[config.mk]
export PLATFORM = sky130hd
export DESIGN_NAME = main_fsm_flat
export DESIGN_NICKNAME = d
export VERILOG_FILES = /design/src/rtl/main_fsm_pkg.sv /design/src/rtl/main_fsm_if.sv /design/src/rtl/main_fsm.sv /design/src/flat_wrapper.sv
export SDC_FILE = /design/constraint.sdc
export NUM_CORES = 1
export LEC_CHECK = 0
export CORE_AREA = 2 2 41 43
export DETAILED_ROUTE_END_ITERATION = 10
export DIE_AREA = 0 0 43 45
export PLACE_DENSITY = 0.8
export SLEW_MARGIN = 30
export SYNTH_ARGS = -nofsm -noshare
export SYNTH_HDL_FRONTEND = slang
export SYNTH_SLANG_ARGS = --single-unit
export TNS_END_PERCENT = 30
[constraint.sdc]
create_clock -name clk -period 1.8 [get_ports clk]
set_clock_uncertainty 0.2 [all_clocks]
set_input_delay 0.27 -clock clk [delete_from_list [all_inputs] [get_ports clk]]
set_output_delay 0.27 -clock clk [all_outputs]
set_load 0.005 [all_outputs]
[src/rtl/main_fsm_pkg.sv]
// Shared constants for the multicycle RV32I control path: state codes, opcodes,
// ALUOp and mux-select encodings, and the packed control word.
package ctrl_pkg;

    localparam int OPW  = 7;
    localparam int SW_W = 4;

    localparam logic [SW_W-1:0] S_FETCH    = 4'd0;
    localparam logic [SW_W-1:0] S_DECODE   = 4'd1;
    localparam logic [SW_W-1:0] S_MEMADR   = 4'd2;
    localparam logic [SW_W-1:0] S_MEMREAD  = 4'd3;
    localparam logic [SW_W-1:0] S_MEMWB    = 4'd4;
    localparam logic [SW_W-1:0] S_MEMWRITE = 4'd5;
    localparam logic [SW_W-1:0] S_EXECUTER = 4'd6;
    localparam logic [SW_W-1:0] S_EXECUTEI = 4'd7;
    localparam logic [SW_W-1:0] S_ALUWB    = 4'd8;
    localparam logic [SW_W-1:0] S_BEQ      = 4'd9;
    localparam logic [SW_W-1:0] S_JAL      = 4'd10;

    localparam logic [OPW-1:0] OP_LW  = 7'b0000011;
    localparam logic [OPW-1:0] OP_SW  = 7'b0100011;
    localparam logic [OPW-1:0] OP_R   = 7'b0110011;
    localparam logic [OPW-1:0] OP_I   = 7'b0010011;
    localparam logic [OPW-1:0] OP_BEQ = 7'b1100011;
    localparam logic [OPW-1:0] OP_JAL = 7'b1101111;

    localparam logic [1:0] ALUOP_ADD   = 2'b00;
    localparam logic [1:0] ALUOP_SUB   = 2'b01;
    localparam logic [1:0] ALUOP_FUNCT = 2'b10;

    localparam logic [1:0] RES_ALUOUT = 2'b00;
    localparam logic [1:0] RES_DATA   = 2'b01;
    localparam logic [1:0] RES_ALU    = 2'b10;

    localparam logic [1:0] SRCA_PC    = 2'b00;
    localparam logic [1:0] SRCA_OLDPC = 2'b01;
    localparam logic [1:0] SRCA_RD1   = 2'b10;

    localparam logic [1:0] SRCB_RD2  = 2'b00;
    localparam logic [1:0] SRCB_IMM  = 2'b01;
    localparam logic [1:0] SRCB_FOUR = 2'b10;

    typedef struct packed {
        logic       pc_update;
        logic       branch;
        logic       adr_src;
        logic       mem_write;
        logic       ir_write;
        logic       reg_write;
        logic [1:0] result_src;
        logic [1:0] alu_src_a;
        logic [1:0] alu_src_b;
        logic [1:0] alu_op;
        logic       illegal_op;
    } ctrl_t;

    function automatic logic op_supported(logic [OPW-1:0] op);
        logic ok;
        case (op)
            OP_LW, OP_SW, OP_R, OP_I, OP_BEQ, OP_JAL: ok = 1'b1;
            default:                                 ok = 1'b0;
        endcase
        return ok;
    endfunction

endpackage

[src/rtl/main_fsm_if.sv]
// Control bundle between main_fsm (master) and the multicycle datapath (slave).
interface main_fsm_if;
    import ctrl_pkg::*;

    logic [OPW-1:0]  op;
    logic            zero;
    logic            mem_ready;
    logic            PCWrite;
    logic            AdrSrc;
    logic            MemWrite;
    logic            IRWrite;
    logic            RegWrite;
    logic [1:0]      ResultSrc;
    logic [1:0]      ALUSrcA;
    logic [1:0]      ALUSrcB;
    logic [1:0]      ALUOp;
    logic            illegal_op;
    logic [SW_W-1:0] state_dbg;

    modport master (
        input  op, zero, mem_ready,
        output PCWrite, AdrSrc, MemWrite, IRWrite, RegWrite,
               ResultSrc, ALUSrcA, ALUSrcB, ALUOp, illegal_op, state_dbg
    );

    modport slave (
        output op, zero, mem_ready,
        input  PCWrite, AdrSrc, MemWrite, IRWrite, RegWrite,
               ResultSrc, ALUSrcA, ALUSrcB, ALUOp, illegal_op, state_dbg
    );

endinterface

[src/rtl/main_fsm.sv]
// Moore sequencer for the multicycle RV32I datapath (lw, sw, R, I, beq, jal).
// state    | meaning
// FETCH    | read instr at PC, PC += 4, wait for mem_ready
// DECODE   | compute PC+imm, dispatch on opcode
// MEMADR   | rs1 + imm address
// MEMREAD  | load data, wait for mem_ready
// MEMWB    | write loaded data to rd
// MEMWRITE | store strobe, wait for mem_ready
// EXECUTER | rs1 op rs2
// EXECUTEI | rs1 op imm
// ALUWB    | write ALU result to rd
// BEQ      | compare, PC <= target if zero
// JAL      | PC <= target, rd link via ALUWB
module main_fsm
    import ctrl_pkg::*;
(
    input  logic      clk,
    input  logic      reset,
    main_fsm_if.master bus
);

    logic [SW_W-1:0] state_q, state_d;
    ctrl_t           c;

    always_ff @(posedge clk) begin
        if (reset) state_q <= S_FETCH;
        else       state_q <= state_d;
    end

    always_comb begin
        state_d = S_FETCH;
        case (state_q)
            S_FETCH:    state_d = bus.mem_ready ? S_DECODE : S_FETCH;
            S_DECODE: begin
                case (bus.op)
                    OP_LW, OP_SW: state_d = S_MEMADR;
                    OP_R:         state_d = S_EXECUTER;
                    OP_I:         state_d = S_EXECUTEI;
                    OP_BEQ:       state_d = S_BEQ;
                    OP_JAL:       state_d = S_JAL;
                    default:      state_d = S_FETCH;
                endcase
            end
            S_MEMADR:   state_d = bus.op[5] ? S_MEMWRITE : S_MEMREAD;
            S_MEMREAD:  state_d = bus.mem_ready ? S_MEMWB : S_MEMREAD;
            S_MEMWB:    state_d = S_FETCH;
            S_MEMWRITE: state_d = bus.mem_ready ? S_FETCH : S_MEMWRITE;
            S_EXECUTER: state_d = S_ALUWB;
            S_EXECUTEI: state_d = S_ALUWB;
            S_ALUWB:    state_d = S_FETCH;
            S_BEQ:      state_d = S_FETCH;
            S_JAL:      state_d = S_ALUWB;
            default:    state_d = S_FETCH;
        endcase
    end

    always_comb begin
        c = '0;
        case (state_q)
            S_FETCH: begin
                c.alu_src_b  = SRCB_FOUR;
                c.result_src = RES_ALU;
                c.ir_write   = bus.mem_ready;
                c.pc_update  = bus.mem_ready;
            end
            S_DECODE: begin
                c.alu_src_a  = SRCA_OLDPC;
                c.alu_src_b  = SRCB_IMM;
                c.illegal_op = ~op_supported(bus.op);
            end
            S_MEMADR: begin
                c.alu_src_a = SRCA_RD1;
                c.alu_src_b = SRCB_IMM;
            end
            S_MEMREAD:  c.adr_src = 1'b1;
            S_MEMWB: begin
                c.result_src = RES_DATA;
                c.reg_write  = 1'b1;
            end
            S_MEMWRITE: begin
                c.adr_src   = 1'b1;
                c.mem_write = 1'b1;
            end
            S_EXECUTER: begin
                c.alu_src_a = SRCA_RD1;
                c.alu_src_b = SRCB_RD2;
                c.alu_op    = ALUOP_FUNCT;
            end
            S_EXECUTEI: begin
                c.alu_src_a = SRCA_RD1;
                c.alu_src_b = SRCB_IMM;
                c.alu_op    = ALUOP_FUNCT;
            end
            S_ALUWB:    c.reg_write = 1'b1;
            S_BEQ: begin
                c.alu_src_a = SRCA_RD1;
                c.alu_src_b = SRCB_RD2;
                c.alu_op    = ALUOP_SUB;
                c.branch    = 1'b1;
            end
            S_JAL: begin
                c.alu_src_a = SRCA_OLDPC;
                c.alu_src_b = SRCB_FOUR;
                c.pc_update = 1'b1;
            end
            default: c = '0;
        endcase
        // Reset presents FETCH selects with every strobe suppressed
        if (reset) begin
            c            = '0;
            c.alu_src_b  = SRCB_FOUR;
            c.result_src = RES_ALU;
        end
    end

    assign bus.PCWrite    = c.pc_update | (c.branch & bus.zero);
    assign bus.AdrSrc     = c.adr_src;
    assign bus.MemWrite   = c.mem_write;
    assign bus.IRWrite    = c.ir_write;
    assign bus.RegWrite   = c.reg_write;
    assign bus.ResultSrc  = c.result_src;
    assign bus.ALUSrcA    = c.alu_src_a;
    assign bus.ALUSrcB    = c.alu_src_b;
    assign bus.ALUOp      = c.alu_op;
    assign bus.illegal_op = c.illegal_op;
    assign bus.state_dbg  = state_q;

endmodule

[src/flat_wrapper.sv]
// flat-port wrapper written by rule: the top's interface ports become plain ports
module main_fsm_flat import ctrl_pkg::*;
  (clk, reset, bus_op, bus_zero, bus_mem_ready, bus_PCWrite, bus_AdrSrc, bus_MemWrite, bus_IRWrite, bus_RegWrite, bus_ResultSrc, bus_ALUSrcA, bus_ALUSrcB, bus_ALUOp, bus_illegal_op, bus_state_dbg);
  main_fsm_if bus_i ();
  input  logic clk;
  input  logic reset;
  input wire logic [$bits(bus_i.op)-1:0] bus_op;
  input wire logic [$bits(bus_i.zero)-1:0] bus_zero;
  input wire logic [$bits(bus_i.mem_ready)-1:0] bus_mem_ready;
  output wire logic [$bits(bus_i.PCWrite)-1:0] bus_PCWrite;
  output wire logic [$bits(bus_i.AdrSrc)-1:0] bus_AdrSrc;
  output wire logic [$bits(bus_i.MemWrite)-1:0] bus_MemWrite;
  output wire logic [$bits(bus_i.IRWrite)-1:0] bus_IRWrite;
  output wire logic [$bits(bus_i.RegWrite)-1:0] bus_RegWrite;
  output wire logic [$bits(bus_i.ResultSrc)-1:0] bus_ResultSrc;
  output wire logic [$bits(bus_i.ALUSrcA)-1:0] bus_ALUSrcA;
  output wire logic [$bits(bus_i.ALUSrcB)-1:0] bus_ALUSrcB;
  output wire logic [$bits(bus_i.ALUOp)-1:0] bus_ALUOp;
  output wire logic [$bits(bus_i.illegal_op)-1:0] bus_illegal_op;
  output wire logic [$bits(bus_i.state_dbg)-1:0] bus_state_dbg;
  assign bus_i.op = bus_op;
  assign bus_i.zero = bus_zero;
  assign bus_i.mem_ready = bus_mem_ready;
  assign bus_PCWrite = bus_i.PCWrite;
  assign bus_AdrSrc = bus_i.AdrSrc;
  assign bus_MemWrite = bus_i.MemWrite;
  assign bus_IRWrite = bus_i.IRWrite;
  assign bus_RegWrite = bus_i.RegWrite;
  assign bus_ResultSrc = bus_i.ResultSrc;
  assign bus_ALUSrcA = bus_i.ALUSrcA;
  assign bus_ALUSrcB = bus_i.ALUSrcB;
  assign bus_ALUOp = bus_i.ALUOp;
  assign bus_illegal_op = bus_i.illegal_op;
  assign bus_state_dbg = bus_i.state_dbg;
  main_fsm u_core (.clk(clk), .reset(reset), .bus(bus_i));
endmodule
==> results of run 1 <==
## area by class of cell
cell class	instances	area, µm²
clock buffer	3	22.5
fill	75	221
inverter	4	15.0
multi-input combinational	67	551
sequential	4	90.1
tap	16	20.0
timing repair buffer	68	552
## path summary, 6_finish.rpt
check                                               end  slack, ns
worst max-delay path                        bus_PCWrite      -0.05
worst min-delay path            u_core.bus.state_dbg[2]       0.40
worst max register to register  u_core.bus.state_dbg[3]       0.18
worst min register to register  u_core.bus.state_dbg[1]       0.46
## routing by layer
metal	vias up	global-route usage	share of wire
met4	0	0.0364	0.041
met5	-	0	0
met1	454	0.234	0.40
met2	52	0.479	0.51
met3	14	0.0560	0.057
li1	428	-	-
## kinds of logic after synthesis
family / synth area share
AOI/OAI and AO/OA: 0.292
DFF: 0.148
muxes: 0.0371
xor gates and xnor gates: 0.0325
and+or+nand+nor: 0.404
buffers and inverters: 0.0858
## cell usage in the layout, fill, tap and decap left out, types with 3 or more instances in the layout
| cell | count |
|---|---|
| a21oi_1 | 8 |
| buf_2 | 4 |
| buf_4 | 35 |
| buf_6 | 5 |
| clkbuf_2 | 5 |
| clkbuf_4 | 3 |
| clkdlybuf4s50_1 | 7 |
| dlygate4sd2_1 | 7 |
| nand2b_4 | 3 |
| nor2_1 | 8 |
| nor3_2 | 3 |
| o21ai_0 | 4 |
## what timing repair did
item	4_1_cts	5_1_grt
hold endpoints to repair	0	0
pin swaps	4	6
setup buffers	0	5
resized for setup	43	42
endpoints found under the setup margin	16	14
## worst max-delay path: cells and delay by family, from the launching register on
family | cells | cell delay, ns
AOI/OAI and AO/OA | 1 | 0.05
DFF | 1 | 0.39
and+or+nand+nor | 3 | 0.29
buffers and inverters | 3 | 0.41
## power by group
part	switching [mW]	internal, mW	leakage, nW	total, mW
combinational	0.0767	0.0816	0.502	0.158
sequential	0.00405	0.0888	0.0349	0.0929
clock	0.0370	0.0746	0.0138	0.112
## through the flow
| step | instances | setup slack [ns] |
|---|---|---|
| floorplan | 81 | 0.250 |
| global placement | 154 | -0.412 |
| detailed placement | 154 | -0.475 |
| CTS | 157 | -0.201 |
| global route | 162 | -0.126 |
| finish | 162 | -0.0519 |
==> flow_summary.ini, run 1 <==
[pwr]
power_density_nw_per_um2 = 290
fin_total_pwr_mw = 0.363
leakage_nw = 0.551
max-vdd-ir-drop_uv = 439

[synth]
syn_area_per_cell_um2 = 6.66
synth_area_um2 = 539
yosysSeqAreaShare = 0.148
synth_seq_cells = 4
synthesis.nets = 92
ys_types = 35
synth_top_area_share = 0.148
synth-edff-count = 0
yosysWarnings = 0
synthArstFlopShare = 0
synth_largest_area_cell = dfxtp_1
synthesis.instances = 81
yosys-top-cells-count = nor2_1, a21oi_1, nor3_1
netlist_top_cells_area = dfxtp_1, a21oi_1, nor2_1, nor3_1, nor4_4
synth_ff_type = dfxtp_1
post-synth-top-count-cell = nor2_1

[sta]
slew_violations = 0
finalSetupViolCount = 6
relSlewSlack = 0.792
hold_viol_final = 0
fin_setup_tns_ns = -0.140
finalCritPeriodShare = 1.03
setup_slack_ns = -0.0519
worst_pin_slew_ns = 0.312
hold_slack_ns = 0.397
period_needed_ns = 1.85
rsz0062_at_grt = yes
max_freq_ghz = 0.540

[floorplan]
dieArea_um2 = 1940
io_pins = 29
core_um2 = 1470
die_w_um = 43
start_util = 0.366
rows = 14
die_y_um = 45

[clock_tree]
cts-root-buf = clkbuf_4
htree_levels = 1
clkSinkCount = 4
clkLatencyLatePin_ns = 0.24
tritoncts = yes
holdBufCountCts = 0
cts_buffers = 3
clk_pin_slew_ns = 0.04
cts_max_path_buffers = 2

[worst_setup_path]
cp_max_fo = 9
arrival_ns = 1.38
startpoint_type = flop
crit_chain = buf_6 > nand2b_4 > nor3_4 > buf_4 > nand2_2 > o41ai_2 > buf_2
worst_path_largest_cell_delay_ns = 0.39
crit_start = u_core.bus.state_dbg[3]
reg2reg_depth = 6
cp.required_ns = 1.33
reg2reg_from = u_core.bus.state_dbg[0]
criticalPathCategory = reg2out
crit_slowest_cell = dfxtp_4
endpoint_kind = primary output

[routing]
via_count = 948
wl_per_cell_um = 17.1
drc = 0
drt-total-wl_mm = 2.77
route.antenna.remaining_nets = 0
first_pass_iters = 4
vias_per_cell = 5.85
drtIter0Drc = 25

[hold_path]
worstHoldPathCells = 4
min_path_type = in2reg
hp-start = bus_op[6]

[finish]
final_nets = 159
largest_reg_flops = 4
post-route-util = 0.849
syn_to_final_growth_pct = 132
diodes = 0
drive_above_1_share = 0.562
fin_area_um2 = 1250

[grt]
grt_pass1_wl_mm = 3.43
antenna_found_initial = 0
grt_util_all_layers = 0.230
grt_max_degree = 10
grt_pass1_vias = 844
grt.overflow.total = 0

[placement]
place_area_um2 = 1070
dp_hpwl_mm = 1.61
routabilityCongestion = 0.846
port_buffers = 28

[flow_run]
max-cap-violations = 0

[run_status]
violations = negative setup slack
status = complete, but fails checks
No activity file was read; power rests on OpenSTA's default activity.
==> inputs of run 2 (changes only) <==
- PLACE_DENSITY: 0.8 -> 0.84
==> flow_summary.ini, run 2 (same netlist as run 1, synthesis figures left out) <==
[run_status]
status = complete, but fails checks
violations = negative setup slack

[finish]
final_cell_mix = buf_4, a21oi_1, clkdlybuf4s50_1, dlygate4sd2_1, nor2_1
diodes = 0
fin_area_um2 = 1150
final_nets = 151
final_common_cell = buf_4
drive_above_1_share = 0.464
fill_cells = 117
largest_reg_flops = 4
syn_to_final_growth_pct = 114
instances_no_fill = 154
post-route-util = 0.783

[worst_setup_path]
criticalPathCategory = in2out
startpoint_type = input port
cp.required_ns = 1.33
cp_max_fo = 7
reg2reg_depth = 6
endpoint_kind = primary output
arrival_ns = 1.51

[sta]
finalSetupViolCount = 7
setup_slack_ns = -0.180
slew_violations = 0
rsz0062_at_grt = yes
worst_pin_slew_ns = 0.364
max_freq_ghz = 0.505
period_needed_ns = 1.98
hold_viol_final = 0
finalCritPeriodShare = 1.10
relSlewSlack = 0.757
hold_slack_ns = 0.374

[clock_tree]
clkSinkCount = 4
htree_levels = 1
clkLatencyLatePin_ns = 0.23
cts-root-buf = clkbuf_4
tritoncts = yes
clk_pin_slew_ns = 0.03
cts_buffers = 3
holdBufCountCts = 0
cts_max_path_buffers = 2

[grt]
grt_util_all_layers = 0.211
grt_pass1_vias = 793
grt_pass1_wl_mm = 3.12
antenna_found_initial = 0
grt.overflow.total = 0
grt_max_degree = 9

[pwr]
leakage_nw = 0.500
power_density_nw_per_um2 = 301
max-vdd-ir-drop_uv = 506
fin_total_pwr_mw = 0.346

[placement]
routabilityCongestion = 0.914
place_area_um2 = 1030
port_buffers = 28
placed_cells = 148
dp_hpwl_mm = 1.46

[routing]
vias_per_cell = 5.34
via_count = 823
drtIter0Drc = 18
route.antenna.remaining_nets = 0
drc = 0
first_pass_iters = 4
drt-total-wl_mm = 1.96
wl_per_cell_um = 12.8

[floorplan]
rows = 14
io_pins = 29
dieArea_um2 = 1940
start_util = 0.366
die_w_um = 43
die_y_um = 45
core_um2 = 1470

[hold_path]
worstHoldPathCells = 4
min_path_type = in2reg

[flow_run]
max-cap-violations = 0
-- run 2: worst paths after layout --
| path | from | endpoint | slack [ns] |
|---|---|---|---|
| hold reg to reg | u_core.bus.state_dbg[1] | u_core.bus.state_dbg[1] | 0.48 |
| hold / removal | bus_op[5] | u_core.bus.state_dbg[1] | 0.37 |
| setup / recovery | reset | bus_ResultSrc[1] | -0.18 |
| setup reg to reg | u_core.bus.state_dbg[2] | u_core.bus.state_dbg[3] | 0.19 |
-- run 2: power breakdown --
| group | switching (mW) | leakage, nW | total, mW | internal (mW) |
|---|---|---|---|---|
| combinational | 0.0635 | 0.451 | 0.145 | 0.0818 |
| sequential | 0.00356 | 0.0352 | 0.0911 | 0.0875 |
| clock | 0.0354 | 0.0138 | 0.110 | 0.0745 |
-- run 2: repair_timing --
item,CTS,global route
pin swaps,1,1
buffers inserted,0,3
resized for setup,48,20
endpoints found under the setup margin,16,13
-- run 2: layout make-up --
type | count | area, µm² | area share
clock buffer | 3 | 22.5 | 0.0195
tap | 16 | 20.0 | 0.0174
timing repair buffer | 60 | 495 | 0.430
sequential | 4 | 92.6 | 0.0803
inverter | 4 | 15.0 | 0.0130
multi-input combinational | 67 | 507 | 0.440
-- run 2: per-layer routing --
layer | share of wire | vias to the layer above | GRT usage
met5 | 0 | - | 0
met2 | 0.52 | 38 | 0.412
li1 | - | 413 | -
met1 | 0.39 | 368 | 0.218
met4 | 0.015 | 0 | 0.0606
met3 | 0.076 | 4 | 0.0600
-- run 2: worst max-delay path, cell delays in order --
cell	delay [ns]
dlygate4sd2_1	0.42
buf_4	0.23
a21o_1	0.10
clkdlybuf4s50_1	0.49
-- run 2: through the flow --
step	setup TNS, ns	setup WS (ns)
after global routing	-1.14	-0.217
after CTS	-0.717	-0.266
after floorplan	0	0.250
final	-0.412	-0.180
after detailed placement	-5.38	-0.487
after global placement	-4.96	-0.492
==> inputs of run 3 (changes only) <==
- GPL_ROUTABILITY_DRIVEN: default -> 0
==> results of run 3 <==
No change in the layout: final DEF, timing and power equal those of run 2.
